==> src/rtl/div_arbiter.sv <==
`default_nettype none
// ============================================================================
// Module   : div_arbiter
// Purpose  : Round-robin owner of the shared multi-cycle divider; latches the
//            winner's operands, drives start/annul, returns the result.
// Revision : 1.0
// ============================================================================
module div_arbiter #(
  parameter int DATA_W = 32
) (
  input  logic                  clk,
  input  logic                  rst,

  input  logic                  req0_i,
  input  logic [DATA_W-1:0]     op1_0_i,
  input  logic [DATA_W-1:0]     op2_0_i,
  input  logic                  signed0_i,
  input  logic                  annul0_i,

  input  logic                  req1_i,
  input  logic [DATA_W-1:0]     op1_1_i,
  input  logic [DATA_W-1:0]     op2_1_i,
  input  logic                  signed1_i,
  input  logic                  annul1_i,

  output logic                  gnt0_o,
  output logic                  gnt1_o,
  output logic                  ready0_o,
  output logic                  ready1_o,
  output logic [2*DATA_W-1:0]   result_o,
  output logic                  busy_o,

  output logic                  div_start_o,
  output logic                  div_annul_o,
  output logic                  div_signed_o,
  output logic [DATA_W-1:0]     div_opdata1_o,
  output logic [DATA_W-1:0]     div_opdata2_o,
  input  logic [2*DATA_W-1:0]   div_result_i,
  input  logic                  div_ready_i
);

  typedef enum logic [1:0] {
    IDLE = 2'd0,
    RUN  = 2'd1,
    DONE = 2'd2
  } state_t;

  state_t              state_q, state_d;
  logic                owner_q, owner_d;
  logic                last_q, last_d;
  logic                gnt0_q, gnt0_d;
  logic                gnt1_q, gnt1_d;
  logic                ready0_q, ready0_d;
  logic                ready1_q, ready1_d;
  logic                start_q, start_d;
  logic [DATA_W-1:0]   op1_q, op1_d;
  logic [DATA_W-1:0]   op2_q, op2_d;
  logic                signed_q, signed_d;
  logic [2*DATA_W-1:0] result_q, result_d;

  logic elig0;
  logic elig1;
  logic winner;
  logic owner_gone;
  logic abort_run;

  // On a tie the requester that did not own the divider last time wins.
  always_comb begin
    elig0 = req0_i & ~annul0_i;
    elig1 = req1_i & ~annul1_i;
    if (elig0 && elig1) begin
      winner = ~last_q;
    end else begin
      winner = elig1;
    end
    if (owner_q) begin
      owner_gone = ~req1_i | annul1_i;
    end else begin
      owner_gone = ~req0_i | annul0_i;
    end
  end

  always_comb begin
    state_d   = state_q;
    owner_d   = owner_q;
    last_d    = last_q;
    gnt0_d    = gnt0_q;
    gnt1_d    = gnt1_q;
    ready0_d  = ready0_q;
    ready1_d  = ready1_q;
    start_d   = start_q;
    op1_d     = op1_q;
    op2_d     = op2_q;
    signed_d  = signed_q;
    result_d  = result_q;
    abort_run = 1'b0;

    case (state_q)
      IDLE: begin
        if (elig0 || elig1) begin
          state_d  = RUN;
          owner_d  = winner;
          gnt0_d   = ~winner;
          gnt1_d   = winner;
          ready0_d = 1'b0;
          ready1_d = 1'b0;
          start_d  = 1'b1;
          op1_d    = winner ? op1_1_i   : op1_0_i;
          op2_d    = winner ? op2_1_i   : op2_0_i;
          signed_d = winner ? signed1_i : signed0_i;
        end
      end

      RUN: begin
        // A withdrawn owner beats a result arriving in the same cycle.
        if (owner_gone) begin
          abort_run = 1'b1;
          state_d   = IDLE;
          gnt0_d    = 1'b0;
          gnt1_d    = 1'b0;
          start_d   = 1'b0;
          last_d    = owner_q;
        end else if (div_ready_i) begin
          state_d  = DONE;
          result_d = div_result_i;
          ready0_d = ~owner_q;
          ready1_d = owner_q;
        end
      end

      DONE: begin
        // Start stays high here: the divider keeps ready only while started.
        if (owner_gone) begin
          state_d  = IDLE;
          gnt0_d   = 1'b0;
          gnt1_d   = 1'b0;
          ready0_d = 1'b0;
          ready1_d = 1'b0;
          start_d  = 1'b0;
          last_d   = owner_q;
        end
      end

      default: begin
        state_d  = IDLE;
        gnt0_d   = 1'b0;
        gnt1_d   = 1'b0;
        ready0_d = 1'b0;
        ready1_d = 1'b0;
        start_d  = 1'b0;
      end
    endcase
  end

  always_ff @(posedge clk) begin
    if (rst) begin
      state_q  <= IDLE;
      owner_q  <= 1'b0;
      last_q   <= 1'b1;
      gnt0_q   <= 1'b0;
      gnt1_q   <= 1'b0;
      ready0_q <= 1'b0;
      ready1_q <= 1'b0;
      start_q  <= 1'b0;
      op1_q    <= '0;
      op2_q    <= '0;
      signed_q <= 1'b0;
      result_q <= '0;
    end else begin
      state_q  <= state_d;
      owner_q  <= owner_d;
      last_q   <= last_d;
      gnt0_q   <= gnt0_d;
      gnt1_q   <= gnt1_d;
      ready0_q <= ready0_d;
      ready1_q <= ready1_d;
      start_q  <= start_d;
      op1_q    <= op1_d;
      op2_q    <= op2_d;
      signed_q <= signed_d;
      result_q <= result_d;
    end
  end

  assign gnt0_o        = gnt0_q;
  assign gnt1_o        = gnt1_q;
  assign ready0_o      = ready0_q;
  assign ready1_o      = ready1_q;
  assign result_o      = result_q;
  assign busy_o        = (state_q != IDLE);
  assign div_start_o   = start_q;
  assign div_annul_o   = abort_run;
  assign div_signed_o  = signed_q;
  assign div_opdata1_o = op1_q;
  assign div_opdata2_o = op2_q;

endmodule
`default_nettype wire

==> config.mk <==
export PLATFORM = sky130hd
export DESIGN_NAME = div_arbiter
export DESIGN_NICKNAME = d
export VERILOG_FILES = /design/src/rtl/div_arbiter.sv
export SDC_FILE = /design/constraint.sdc
export NUM_CORES = 1
export LEC_CHECK = 0
export ABC_AREA = 1
export CAP_MARGIN = 20
export CORE_MARGIN = 4
export CORE_UTILIZATION = 35
export DETAILED_ROUTE_END_ITERATION = 10
export HOLD_SLACK_MARGIN = 0.02
export PLACE_DENSITY = 0.78
export SLEW_MARGIN = 20
export SYNTH_ARGS = -nofsm -noshare
export SYNTH_HDL_FRONTEND = slang
export SYNTH_SLANG_ARGS = --single-unit
==> constraint.sdc <==
create_clock -name clk -period 1.6 [get_ports clk]
set_clock_uncertainty 0.2 [all_clocks]
set_input_delay 0.48 -clock clk [delete_from_list [all_inputs] [get_ports clk]]
set_output_delay 0.48 -clock clk [all_outputs]
set_load 0.01 [all_outputs]
After elaboration in Yosys (flattened, before gate mapping)
Cells that the tools add are included.
{"block": "totals", "in_bits": 201, "wordCells": 69, "output_inout_bits": 136, "register_bits": 138}
{"block": "op_classes", "mux": 26, "n_eq_ne": 8, "n_reduce_logical": 11, "n_bitwise": 12}
{"op": "$mux 32", "count": 2}
{"op": "$mux 1", "count": 14}
{"op": "$mux 2", "count": 4}
{"op": "$ne 2x2->1 const B", "count": 4}
{"op": "$not 1->1", "count": 8}
{"op": "$pmux 1 s2", "count": 3}
{"op": "$pmux 1 s3", "count": 2}
{"op": "$pmux 2 s3", "count": 1}
{"op": "$reduce_and 2->1", "count": 3}
{"op": "$reduce_and 3->1", "count": 2}
{"op": "$reduce_and 4->1", "count": 1}
{"op": "$ne 3x3->1 const B", "count": 1}
{"op": "$and 1x1->1", "count": 2}
{"op": "$eq 2x1->1 const B", "count": 1}
{"op": "$eq 2x2->1 const B", "count": 1}
{"op": "$logic_not 2->1", "count": 1}
{"op": "$ne 2x1->1 const B", "count": 1}
{"op": "$or 1x1->1", "count": 2}
{"op": "$reduce_bool 2->1", "count": 1}
{"op": "$reduce_or 2->1", "count": 1}
{"op": "$logic_and 1x1->1", "count": 1}
{"op": "$logic_or 1x1->1", "count": 1}

Longest topological paths before layout
{"block": "depth", "word_depth": 7, "mapped_depth": 11, "depth_no_buf": 9}

Least setup slack after synthesis
Ideal clock, no wire load.
{"block": "synth_timing", "kind": "register to register", "start": "register state_q[0]", "end": "register op1_q[0], in the netlist div_opdata1_o[0]", "setup_ns": 0.116, "path_buffers": 2, "path_slack_ns": -0.099, "synth_period_minus_slack_ns": 1.699, "arrival_time_ns": 1.382, "required_ns": 1.284, "stages_incl_launch_ff": 9, "path_cell_list": "dfxtp_1 -> inv_1 -> ha_1 -> inv_1 -> nor2_4 -> buf_4 -> buf_2 -> o211ai_1 -> inv_1"}
{"block": "synth_between", "elab_chain_cells": 2}
{"element": "start: declaration", "line": "48", "source": "state_t state_q, state_d;"}
{"element": "start signal: assignment", "line": "170", "source": "state_q <= state_d;"}
{"element": "$logic_not 2->1", "line": "98", "source": "case (state_q)"}
{"element": "$reduce_and 2->1 (no line)"}
{"element": "end signal: assignment", "line": "178", "source": "op1_q <= op1_d;"}
{"element": "end: declaration", "line": "56", "source": "logic [DATA_W-1:0] op1_q, op1_d;"}
Every way passes these cells.
A chain may end at the register's enable or synchronous reset.

Worst setup path after layout
{"block": "layout_timing", "start": "register state_q[0]", "end": "output busy_o"}
{"block": "layout_between", "elab_chain_cells": 1}
{"element": "$reduce_bool 2->1", "line": "190", "source": "assign busy_o = (state_q != IDLE);"}
{"element": "end: declaration", "line": "31", "source": "output logic busy_o,"}
Every way passes these cells.

==> qor.txt <==
average wire per cell in the routed design - 17.0 um
iteration count of the initial detailed-routing pass - 4
RSZ-0062 raised after global routing - true
Final WS setup - -0.306 ns
Worst Hold Slack - 0.237 ns
synthesized area - 5880 um2
largest family of logic cells by synthesized area - compound AO/OA/AOI/OAI gates
core box area - 16500 um2
max-slew violation total from the final report - 0
Worst Hold Class - reg2reg
start of the worst register-to-register path - state_q[1]$_SDFFE_PP0P_
Mapped Cells - 787
GR Layer Usage met1 - 0.252
Power Density - 1140 nW/um2
syn_area_per_cell - 7.48 um2
status - finished, violations left
max_cap viols - 0
via density per instance - 4.80
clock period minus final worst setup slack - 1.91 ns
Slowest cell on crit path - dfxtp_4
Die Y - 138 um
crit-path max FO - 2
number of ports placed on the die boundary - 337
number of synthesis warnings - 0
final hold violation count - 0
overall die area - 19000 um2
number of buffers created by CTS - 17
Antenna Nets Post-Route - 0
routed via count - 6699
final count of negative-setup-slack endpoints - 136
worst supply voltage drop on vdd - 0.000726 V
parity-gate share of the synthesized area counting xor and xnor cells - 0
ratio of cells with drive above 1 in the final layout - 0.319
transition at the pin with the smallest max-transition slack - 0.340 ns
DRC - 0
sequential element share of the synthesized area - 0.469
fraction of the mapped netlist area in compound gates - 0.199
leakage dissipation - 4.95 nW
met3 global-route usage - 0.0741
wire length of the first global-routing pass - 31100 um
simple-gate share of the synthesized area - 0.177
crit-path cells - buf_6 -> inv_4 -> ha_4 -> inv_4 -> buf_6
placed cell areas - 9700 um2
diode count - 0
share of cell area taken by muxes after synthesis - 0
latest clock arrival within the worst-skew pair - 0.40 ns
Placement Rows - 47
fin area - 10700 um2
Final Total Pwr - 0.0122 W
maximum root-to-sink buffer count - 2
max incr delay on CP - 0.36 ns
TritonCTS clock tree - done
number of clock sinks - 138
initial standard-cell utilization of the core - 0.356
post-layout util - 0.648
category of the critical setup timing path - reg2out
type of element capturing the critical path - output port
number of antenna violations at the first check in global routing - 0
Detailed Route WL - 23700 um
busiest metal layer after global routing - met2
hold bufs inserted after CTS - 0
half-perimeter wire length after placement - 15000 um
violated checks - negative setup slack
arithmetic-cell share of the synthesized area counting full adders, half adders and majority gates - 0.00851
Required @ worst endpoint - 0.92 ns
CTS H-tree lvls - 4
RD Place Congestion - 0.817
period utilisation layout - 1.19
Cell Count Post-Placement - 1335
final-stage net count - 1367
root cell of the clock tree - clkbuf_16
launch point of the worst hold path - result_o[21]$_SDFFE_PP0P_
Achievable Freq - 0.525 GHz
worst endpoint data arrival time - 1.23 ns
global-route congestion overflow total - 0
number of register bits inferred by synthesis - 138
clock-pin slew on the worst setup and hold paths - 0.06 ns
pin count of the biggest net entering global routing - 56
nets in the synthesized netlist - 992
via count of the first global-routing pass - 5991
overall global routing resource usage - 0.210
Synth cell types - 19
count of port buffers added during placement - 336
met2 routing resource usage after global routing - 0.344
area growth from synthesis to layout - 82.0%
Critical Path Source - state_q[0]$_SDFFE_PP0P_
non-filler instance count after layout - 1395
drt first-iter violations - 267
worst slew margin relative to its limit - 0.773
width of the die - 138 um
startpoint class of the critical path - flop
layout filler cell count - 1361
per-stage QoR:
stage,setup TNS [ns],setup slack (ns)
floorplan,-0.00316,-0.00158
global placement,-99.04,-0.996
detailed placement,-102.69,-1.02
CTS,-32.88,-0.331
global route,-39.23,-0.361
finish,-26.77,-0.306
area by class of cell:
cell class	instances	area [um2]	share of cell area
tap	220	275	0.0257
multi-input combinational	452	2520	0.236
clock buffer	19	433	0.0404
clock inverter	13	169	0.0158
inverter	142	544	0.0508
sequential	138	2860	0.267
timing repair buffer	411	3910	0.365
timing repair:
action,4_1_cts,5_1_grt
pin swaps,6,26
setup endpoints to repair,273,208
buffers inserted,6,6
gates resized for setup,591,150
cloned,5,11
worst paths after layout:
check,to,slack (ns),cells past startpoint
max,busy_o,-0.31,5
min,result_o[21]$_SDFFE_PP0P_,0.24,2
max reg2reg,result_o[28]$_SDFFE_PP0P_,-0.29,8
min reg2reg,result_o[21]$_SDFFE_PP0P_,0.24,2
worst max-delay path, delay by kind of cell (launching register included):
family	cells	cell delay, ns
fa+ha+maj	1	0.14
buf+inv	4	0.32
flops	1	0.36
cells in the final DEF (no fill, tap or decap), drive strengths merged, types with 4 or more instances in the layout:
| cell type | instances |
|---|---|
| clkinv | 8 |
| buf | 202 |
| inv | 143 |
| o21ai | 65 |
| ha | 4 |
| clkbuf | 28 |
| a21oi | 70 |
| nor2 | 11 |
| clkdlybuf4s50 | 195 |
| nand2 | 159 |
| nand3 | 77 |
| o211ai | 66 |
| dfxtp | 138 |
sequential cells by signal (all words and copies together), names as in the netlist, 2 cells and up:
name           flops
div_opdata2_o     32
result_o          64
state_q            2
div_opdata1_o     32
routing by layer:
metal  share of wire  vias to the layer above  wire, um
met3           0.090                       47      2140
met1            0.40                     3074      9580
li1                -                     3301         -
met4           0.027                        0       646
met2            0.48                      277     11300
met5               0                        -         0
synth_stat cells (all sizes together):
cell type	count	area share
nand3	76	0.067
o21ai	65	0.055
buf	41	0.046
inv	141	0.090
dfxtp	138	0.47
ha	4	0.0085
nand2	159	0.10
o211ai	66	0.084
a21oi	70	0.060
clkinv	1	0.00064
clkbuf	15	0.0096
nor2	11	0.0083
power breakdown:
| group | internal (W) | total [W] | switching, W |
|---|---|---|---|
| Sequential | 0.00396 | 0.00423 | 0.000270 |
| Combinational | 0.00205 | 0.00393 | 0.00188 |
| Clock | 0.00247 | 0.00404 | 0.00157 |
| Total | 0.00848 | 0.0122 | 0.00372 |
cells by family (layout without fill, tap and decap cells):
kind of cell | after synthesis | in the layout
simple gates | 246 | 247
compound gates | 201 | 201
buf+inv | 198 | 585
flops | 138 | 138
fa+ha+maj | 4 | 4
Power figures use the tool's default switching activity.
